$ cat src/rtl/cr_lz77_comp_ob_rx.sv
// Receive endpoint for the LZ77 compressor output stream: 2-entry skid buffer, per-frame
// byte/word counting, protocol error flags and a credit-style summary. Optional macro: CR_LZ77_COMP_OB_RX_STRB_CHECK_EN.
module cr_lz77_comp_ob_rx (
    input  logic        clk,
    input  logic        rst_n,
    input  logic        in_tvalid,
    output logic        in_tready,
    input  logic [63:0] in_tdata,
    input  logic [7:0]  in_tstrb,
    input  logic [7:0]  in_tuser,
    input  logic        in_tlast,
    output logic        out_tvalid,
    input  logic        out_tready,
    output logic [63:0] out_tdata,
    output logic [7:0]  out_tstrb,
    output logic [7:0]  out_tuser,
    output logic        out_tlast,
    output logic        sum_valid,
    input  logic        sum_ready,
    output logic [23:0] sum_bytes,
    output logic [20:0] sum_words,
    output logic [3:0]  sum_err,
    output logic        stat_frame,
    output logic        stat_err
);
    typedef enum logic [1:0] {IDLE = 2'd0, FRAME = 2'd1, PEND = 2'd2} state_t;

    typedef struct packed {
        logic [63:0] data;
        logic [7:0]  strb;
        logic [7:0]  user;
        logic        last;
    } beat_t;

    beat_t       ent0, ent1, in_beat;
    logic [1:0]  count;
    logic        alive;
    logic        push, pop;
    state_t      state, state_nx;

    logic [23:0] acc_bytes, acc_bytes_nx, beat_bytes, ld_bytes;
    logic [20:0] acc_words, acc_words_nx, beat_words, ld_words;
    logic [3:0]  acc_err, acc_err_nx, beat_err, ld_err;
    logic [24:0] bytes_sum;
    logic [3:0]  pc;
    logic        load, strb_bad, sot;

    assign in_beat    = {in_tdata, in_tstrb, in_tuser, in_tlast};
    assign in_tready  = alive && (count != 2'd2) && (state != PEND);
    assign out_tvalid = (count != 2'd0);
    assign {out_tdata, out_tstrb, out_tuser, out_tlast} = ent0;
    assign push = in_tvalid && in_tready;
    assign pop  = out_tvalid && out_tready;
    assign sot  = in_tuser[0];

`ifdef CR_LZ77_COMP_OB_RX_STRB_CHECK_EN
    logic [7:0] strb_inc;
    assign strb_inc = in_tstrb + 8'd1;
    // Last beat must be a contiguous low-aligned mask 2^k-1 (k>=1).
    assign strb_bad = in_tlast ? ((in_tstrb == 8'h00) || ((in_tstrb & strb_inc) != 8'h00))
                               : (in_tstrb != 8'hFF);
`else
    assign strb_bad = 1'b0;
`endif

    always_comb begin
        pc = '0;
        for (int unsigned i = 0; i < 8; i++) begin
            pc = pc + {3'b000, in_tstrb[i]};
        end
    end

    // Skid buffer; ent0 is the head.
    always_ff @(posedge clk or negedge rst_n) begin
        if (!rst_n) begin
            ent0  <= '0;
            ent1  <= '0;
            count <= '0;
            alive <= 1'b0;
        end else begin
            alive <= 1'b1;
            case ({push, pop})
                2'b10: begin
                    if (count == 2'd0) ent0 <= in_beat;
                    else               ent1 <= in_beat;
                    count <= count + 2'd1;
                end
                2'b01: begin
                    ent0  <= ent1;
                    count <= count - 2'd1;
                end
                2'b11: begin
                    if (count == 2'd1) begin
                        ent0 <= in_beat;
                    end else begin
                        ent0 <= ent1;
                        ent1 <= in_beat;
                    end
                end
                default: ;
            endcase
        end
    end

    always_ff @(posedge clk or negedge rst_n) begin
        if (!rst_n) begin
            state     <= IDLE;
            acc_bytes <= '0;
            acc_words <= '0;
            acc_err   <= '0;
        end else begin
            state     <= state_nx;
            acc_bytes <= acc_bytes_nx;
            acc_words <= acc_words_nx;
            acc_err   <= acc_err_nx;
        end
    end

    always_comb begin
        state_nx     = state;
        acc_bytes_nx = acc_bytes;
        acc_words_nx = acc_words;
        acc_err_nx   = acc_err;
        load         = 1'b0;
        ld_bytes     = acc_bytes;
        ld_words     = acc_words;
        ld_err       = acc_err;
        bytes_sum    = {1'b0, acc_bytes} + {21'd0, pc};
        beat_bytes   = {20'd0, pc};
        beat_words   = 21'd1;
        beat_err     = {1'b0, strb_bad, 1'b0, ~sot};
        if (state == FRAME) begin
            beat_bytes = bytes_sum[24] ? '1 : bytes_sum[23:0];
            beat_words = (acc_words == '1) ? acc_words : acc_words + 21'd1;
            beat_err   = acc_err | {bytes_sum[24] || (acc_words == '1), strb_bad, sot, 1'b0};
        end
        case (state)
            IDLE, FRAME: begin
                if (push) begin
                    acc_bytes_nx = beat_bytes;
                    acc_words_nx = beat_words;
                    acc_err_nx   = beat_err;
                    if (in_tlast) begin
                        if (!sum_valid || sum_ready) begin
                            load     = 1'b1;
                            ld_bytes = beat_bytes;
                            ld_words = beat_words;
                            ld_err   = beat_err;
                            state_nx = IDLE;
                        end else begin
                            state_nx = PEND;
                        end
                    end else begin
                        state_nx = FRAME;
                    end
                end
            end
            PEND: begin
                if (sum_ready) begin
                    load     = 1'b1;
                    state_nx = IDLE;
                end
            end
            default: state_nx = IDLE;
        endcase
    end

    always_ff @(posedge clk or negedge rst_n) begin
        if (!rst_n) begin
            sum_valid  <= 1'b0;
            sum_bytes  <= '0;
            sum_words  <= '0;
            sum_err    <= '0;
            stat_frame <= 1'b0;
            stat_err   <= 1'b0;
        end else begin
            stat_frame <= load;
            stat_err   <= load && (ld_err != '0);
            if (load) begin
                sum_valid <= 1'b1;
                sum_bytes <= ld_bytes;
                sum_words <= ld_words;
                sum_err   <= ld_err;
            end else if (sum_ready) begin
                sum_valid <= 1'b0;
            end
        end
    end
endmodule
$ cat config.mk
export PLATFORM = sky130hd
export DESIGN_NAME = cr_lz77_comp_ob_rx
export DESIGN_NICKNAME = d
export VERILOG_FILES = /design/src/rtl/cr_lz77_comp_ob_rx.sv
export SDC_FILE = /design/constraint.sdc
export NUM_CORES = 1
export LEC_CHECK = 0
export BUFFER_PORTS_ARGS = -buffer_cell sky130_fd_sc_hd__buf_4
export CORE_MARGIN = 3
export CORE_UTILIZATION = 51
export DETAILED_ROUTE_END_ITERATION = 12
export PLACE_DENSITY = 0.88
export SLEW_MARGIN = 15
export SYNTH_ARGS = -nofsm -noshare
export SYNTH_HDL_FRONTEND = slang
export SYNTH_SLANG_ARGS = --single-unit
$ cat constraint.sdc
create_clock -name clk -period 2.27 [get_ports clk]
set_input_delay 0.1135 -clock clk [delete_from_list [all_inputs] [get_ports clk]]
set_output_delay 0.1135 -clock clk [all_outputs]
set_load 0.03 [all_outputs]
==> impl_metrics.json, run 1 <==
{
  "required_ns": 2.75,
  "gr-total-overflow": 0,
  "die_y_um": 163.6,
  "worstReg2RegStart": "count[1]$_DFFE_PN0P_",
  "die_w_um": 163.6,
  "fin_util_pct": 76.61,
  "portBuffers": 220,
  "drtIter0Drc": 1380,
  "synth-edff-count": 0,
  "fmax_ghz": 0.2759,
  "worstMarginPinSlew_ns": 0.6098,
  "routed_via_density": 6.397,
  "cts_tree": "built",
  "start_kind": "primary input",
  "critPathArrivalTime_ns": 4.10,
  "gp_congestion": 0.9070,
  "grt_pass1_wl_um": 69030,
  "post-dp-hpwl_um": 25670,
  "drive_gt1_share_pct": 39.03,
  "via_count": 12558,
  "fin_ws_ns": -1.355,
  "crit_fanout": 8,
  "syn_avg_cell_area_um2": 10.43,
  "maxCapViolCount": 0,
  "post-route-period-util_pct": 159.7,
  "syn-num-nets": 1320,
  "core_um2": 24390,
  "hold_start": "in_tstrb[2]",
  "ys_warn_count": 0,
  "first_global_vias": 12979,
  "relSlewSlack_pct": 59.34,
  "status": "finished with violations",
  "syn-instance-count": 1214,
  "slew_violations": 0,
  "yosysUniqueCellTypes": 74,
  "leakage_nw": 8.430,
  "grt_max_degree": 73,
  "cts_sinks": 268,
  "cts_buffers": 30,
  "htree_levels": 1,
  "syn_area_um2": 12660,
  "min_path_type": "primary input to flop",
  "finalSetupViolations": 52,
  "p_per_area_nw_per_um2": 1236,
  "io_pins": 221,
  "synthFlopType": "dfrtp_1",
  "crit_type": "primary input to flop",
  "ys_seq_elements": 268,
  "area_growth_pct": 47.54,
  "violations": "negative setup slack",
  "rsz0062_at_grt": "true",
  "drc": 0,
  "routed_wl_um": 47100,
  "hold_ws_ns": 0.08160,
  "worstSetupEndpointType": "flop",
  "synth-async-reset-ratio_pct": 100.0,
  "peakVddDrop_uv": 1000,
  "clock_path_buffers": 3,
  "timing_hold_violations_final": 0,
  "nets": 1719,
  "fin_area_um2": 18690,
  "fin_skew_ns": 0.007895,
  "fp-row-count": 57,
  "clock_latency_ns": 0.55,
  "cts-root-buf": "clkbuf_16",
  "dieArea_um2": 26760,
  "fin_crit_ns": 3.625,
  "cts.clk_slew.worst_paths_ns": 0.06,
  "wl_per_cell_um": 23.99,
  "placed_area_um2": 15710,
  "start_util_pct": 51.92,
  "worstSetupStartpoint": "in_tstrb[3]",
  "antenna_found_initial": 0,
  "ant_nets": 0,
  "ys_seq_area_share_pct": 52.95,
  "first_pass_iters": 5,
  "grtUsageTotal_pct": 32.42
}
[metrics by stage]
stage	instances	setup WS, ns	total power [mW]	setup TNS [ns]
after floorplan	1214	-1.726	12.30	-76.93
after global placement	1798	-1.860	15.37	-86.20
after detailed placement	1798	-1.918	15.78	-89.64
after CTS	1953	-1.135	21.82	-50.94
after global routing	1961	-1.406	24.02	-62.63
final	1963	-1.355	23.10	-58.46
[worst max-delay path: stages]
cell,delay [ns]
buf_8,0.09
inv_8,0.03
fa_1,0.55
fa_1,0.44
fa_1,0.52
inv_2,0.06
ha_4,0.16
fa_2,0.38
xor2_4,0.22
ha_4,0.24
a211oi_4,0.06
buf_6,0.13
o21ba_4,0.27
or4_4,0.44
a31oi_1,0.23
a221o_1,0.16
[path summary, 6_finish.rpt]
kind / cells past startpoint / endpoint / slack [ns]
max in group asynchronous: 3 / ent1[24]$_DFFE_PN0P_ / 1.29
min in group asynchronous: 2 / out_tdata[51]$_DFFE_PN0P_ / 0.14
hold reg to reg: 2 / out_tuser[1]$_DFFE_PN0P_ / 0.48
hold / removal: 4 / out_tstrb[2]$_DFFE_PN0P_ / 0.08
setup / recovery: 16 / sum_bytes[9]$_DFFE_PN0P_ / -1.36
setup reg to reg: 13 / out_tdata[60]$_DFFE_PN0P_ / -0.02
[metal layers]
layer	GRT usage [%]	up-vias	part of all wire (%)
met2	55.02	820	49
met3	6.949	233	8.7
met5	0	-	0
li1	-	5301	-
met4	18.42	0	6.4
met1	38.18	6204	35
[cell type report]
| type | instances | area [um2] |
|---|---|---|
| diodes | 2 | 5.005 |
| clock buffers | 41 | 883.3 |
| clock inverters | 15 | 219.0 |
| fillers | 1353 | 5705 |
| inverters | 30 | 125.1 |
| multi-input cells | 819 | 6183 |
| flip-flops and latches | 268 | 6706 |
| well taps | 324 | 405.4 |
| repair buffers | 464 | 4158 |
[cell usage in the layout, fill, tap and decap left out, drive strengths merged, types with 7 or more instances in the layout]
cell / n
a221o: 11
o311ai: 17
mux2: 81
nand3: 19
or3: 8
inv: 31
a22oi: 89
nor3: 12
buf: 376
and3: 14
nand2: 152
o21ai: 135
nor4: 8
dlygate4sd3: 84
clkbuf: 44
nand4: 14
a31oi: 27
a21o: 9
o31ai: 8
nor2: 28
xnor2: 7
mux2i: 9
dfrtp: 268
ha: 15
a21oi: 48
[synth_stat cells, types with 7 or more instances]
library cell / n / share of area (%)
dfrtp_1: 268 / 53
nand2_1: 152 / 4.5
o21ai_0: 133 / 5.3
a22oi_1: 89 / 5.3
clkbuf_1: 82 / 2.4
mux2_2: 81 / 7.2
a21oi_1: 46 / 1.8
inv_1: 30 / 0.89
nor2_1: 28 / 0.83
a31oi_1: 27 / 1.3
nand3_1: 19 / 0.75
o311ai_0: 17 / 1.2
ha_1: 15 / 1.5
and3_1: 14 / 0.69
nand4_1: 12 / 0.59
a221o_1: 11 / 0.87
nor3_1: 11 / 0.43
a21o_1: 9 / 0.53
mux2i_1: 9 / 0.71
o31ai_1: 8 / 0.47
or3_1: 8 / 0.40
nor4_1: 7 / 0.35
xnor2_1: 7 / 0.48
[timing repair]
item	in CTS	in global routing
buffers inserted	10	5
hold endpoints to repair	228	0
resized for setup	70	93
endpoints found under the setup margin	101	228
pin swaps	23	24
hold buffers	84	0
gates cloned	5	3
[power breakdown]
| part | switching, mW | total (mW) | internal [mW] |
|---|---|---|---|
| combinational | 5.83 | 10.1 | 4.28 |
| sequential | 1.22 | 7.63 | 6.42 |
| clock | 2.07 | 5.36 | 3.29 |
[sequential cells by signal (all words and copies together), names as in the netlist]
signal / flops
acc_bytes: 24
acc_err: 4
acc_words: 21
alive: 1
count: 2
ent1: 81
out_tdata: 64
out_tlast: 1
out_tstrb: 8
out_tuser: 8
stat_err: 1
stat_frame: 1
state: 2
sum_bytes: 24
sum_err: 4
sum_valid: 1
sum_words: 21
[kinds of logic after synthesis]
group                      after synthesis  share of synthesized area (%)
other                                    1                        0.02961
xor gates and xnor gates                10                         0.6916
DFF                                    268                          52.95
AOI/OAI and AO/OA                      407                          21.16
and+or+nand+nor                        290                          10.90
muxes                                   90                          7.913
buffers and inverters                  128                          4.080
adders and majority gates               20                          2.272
(Power assumes the default switching activity.)
==> inputs of run 2 (changes only) <==
Settings changed: CORE_UTILIZATION 51 to 56, PLACE_DENSITY 0.88 to 0.91, SLEW_MARGIN 15 to unset.
Clock period 2.27 ns to 3.55 ns, I/O delays scaled along.
==> run 2 against run 1 <==
Compared with the run above: the run still ends with negative setup slack left; final cell count fell by 7.7%; register-to-register slack better by 0.68 ns; clock power decreased by 41%; utilization grew 0.69 points; wire length fell by 10%; critical endpoint is now acc_bytes[11]$_DFFE_PN0P_; largest cell class unchanged.
==> impl_metrics.json, run 2 (synthesis gave the netlist of run 1 again) <==
{
  "required_ns": 4.03,
  "die_y_um": 156.4,
  "largest_register_ffs": 81,
  "nets": 1613,
  "finalSetupViolations": 1,
  "leakage_nw": 7.685,
  "power_frac_clock_pct": 23.2,
  "p_int_mw": 8.151,
  "grt_pass1_wl_um": 66300,
  "rrSetupSlack_ns": 0.66,
  "crit_type": "primary input to flop",
  "relSlewSlack_pct": 31.53,
  "slew_violations": 0,
  "maxCapViolCount": 0,
  "final_common_cell": "dfrtp_1",
  "drtIter0Drc": 1186,
  "regArea_um2": 6706,
  "area_growth_pct": 34.43,
  "fmax_ghz": 0.2771,
  "antenna_found_initial": 0,
  "gr-total-overflow": 0,
  "drc": 0,
  "timing_hold_violations_final": 0,
  "htree_levels": 1,
  "start_util_pct": 57.50,
  "peakVddDrop_uv": 648.0,
  "fin_skew_ns": 0.01866,
  "seqPwrFrac_pct": 36.3,
  "top_register": "ent1",
  "portBuffers": 220,
  "routed_wl_um": 42300,
  "cts.clk_slew.worst_paths_ns": 0.07,
  "cts_sinks": 268,
  "nFillCells": 1274,
  "wl_per_cell_um": 23.36,
  "fin_crit_ns": 3.608,
  "p_per_area_nw_per_um2": 793.9,
  "min_path_type": "primary input to flop",
  "worstMarginPinSlew_ns": 1.018,
  "dieArea_um2": 24460,
  "clock_latency_ns": 0.54,
  "finalPower_mw": 13.52,
  "io_pins": 221,
  "status": "finished with violations",
  "die_w_um": 156.4,
  "crit_fanout": 12,
  "grtUsageTotal_pct": 33.86,
  "first_global_vias": 12049,
  "critPathArrivalTime_ns": 4.09,
  "core_um2": 22030,
  "fp-row-count": 54,
  "finalNonFillerCells": 1811,
  "worstSetupEndpointType": "flop",
  "first_pass_iters": 6,
  "cts_buffers": 28,
  "dp_cells": 1670,
  "violations": "negative setup slack",
  "fin_ws_ns": -0.05846,
  "start_kind": "primary input",
  "via_count": 11827,
  "ant_nets": 0,
  "p_switching_mw": 5.365,
  "rsz0062_at_grt": "true",
  "sw_frac_of_total_pct": 39.69,
  "gp_congestion": 0.9462,
  "multi_input_area_um2": 5803,
  "cts-root-buf": "clkbuf_16",
  "post-dp-hpwl_um": 23680,
  "cts_tree": "built",
  "grt_max_degree": 163,
  "post-route-period-util_pct": 101.6,
  "routed_via_density": 6.531,
  "clock_path_buffers": 3,
  "drive_gt1_share_pct": 30.76,
  "final_cell_mix": "268 x dfrtp_1, 261 x buf_4, 150 x nand2_1",
  "p_comb_share_pct": 40.5
}
run 2: power groups by stage:
| stage | sequential (mW) | combinational [mW] | clock [mW] |
|---|---|---|---|
| after global placement | 4.72 | 4.79 | 0 |
| after global routing | 5.00 | 5.79 | 3.28 |
| after CTS | 4.79 | 5.23 | 3.12 |
| final | 4.90 | 5.47 | 3.14 |
| after floorplan | 5.55 | 2.30 | 0 |
| after detailed placement | 4.80 | 4.98 | 0 |
run 2: worst paths after layout:
path                                          start                   endpoint  cells past startpoint
setup / recovery                        in_tstrb[0]  acc_bytes[11]$_DFFE_PN0P_                     16
hold / removal                             in_tlast      out_tlast$_DFFE_PN0P_                      3
setup reg to reg               count[0]$_DFFE_PN0P_       ent1[20]$_DFFE_PN0P_                      9
hold reg to reg            out_tstrb[4]$_DFFE_PN0P_   out_tstrb[4]$_DFFE_PN0P_                      2
max in group asynchronous                     rst_n       ent1[66]$_DFFE_PN0P_                      3
min in group asynchronous                     rst_n  sum_bytes[21]$_DFFE_PN0P_                      2
run 2: layout make-up:
type / instances / area share (%)
Tap cell: 280 / 2.058
Antenna cell: 3 / 0.04409
Clock inverter: 11 / 0.7790
Sequential cell: 268 / 39.39
Timing Repair Buffer: 360 / 17.95
Inverter: 30 / 0.7202
Multi-Input combinational cell: 819 / 34.09
Clock buffer: 40 / 4.975
run 2: metal layers:
| layer | global-route usage (%) | vias up | part of all wire [%] |
|---|---|---|---|
| met5 | 0 | - | 0 |
| met4 | 14.38 | 0 | 4.1 |
| met3 | 6.305 | 136 | 8.7 |
| met2 | 57.46 | 710 | 51 |
| met1 | 42.80 | 5900 | 37 |
| li1 | - | 5081 | - |
run 2: timing repair:
| action | CTS | global route |
|---|---|---|
| resized for setup | 23 | 22 |
| setup endpoints to repair | 33 | 37 |
| hold endpoints to repair | 256 | 0 |
| buffers inserted | 2 | 0 |
| hold buffers | 84 | 0 |
| cloned | 1 | 0 |
| pin swaps | 11 | 13 |
run 2: through the flow:
| step | cell area, um2 | utilization, % | hold slack [ns] | setup WS [ns] | setup TNS [ns] |
|---|---|---|---|---|---|
| 3_5_place_dp | 14940 | 67.83 | 0.3493 | -0.7897 | -31.16 |
| 4_1_cts | 16900 | 76.72 | 0.05504 | -0.03504 | -0.03556 |
| 5_1_grt | 17020 | 77.26 | 0.07276 | -0.1368 | -1.262 |
| 6_report | 17030 | 77.29 | 0.05657 | -0.05846 | -0.05846 |
| 3_3_place_gp | 14940 | 67.83 | 0.3475 | -0.6411 | -24.63 |
| 2_1_floorplan | 12790 | - | -0.1181 | -0.5095 | -15.01 |
run 2: critical path, stage by stage:
cell	delay (ns)
buf_8	0.08
inv_4	0.03
fa_1	0.55
fa_1	0.44
fa_1	0.52
inv_2	0.06
ha_4	0.16
fa_2	0.38
xor2_4	0.18
ha_4	0.31
nand3_2	0.08
and2_4	0.16
or3_4	0.35
buf_4	0.22
a31oi_2	0.22
o22a_1	0.16
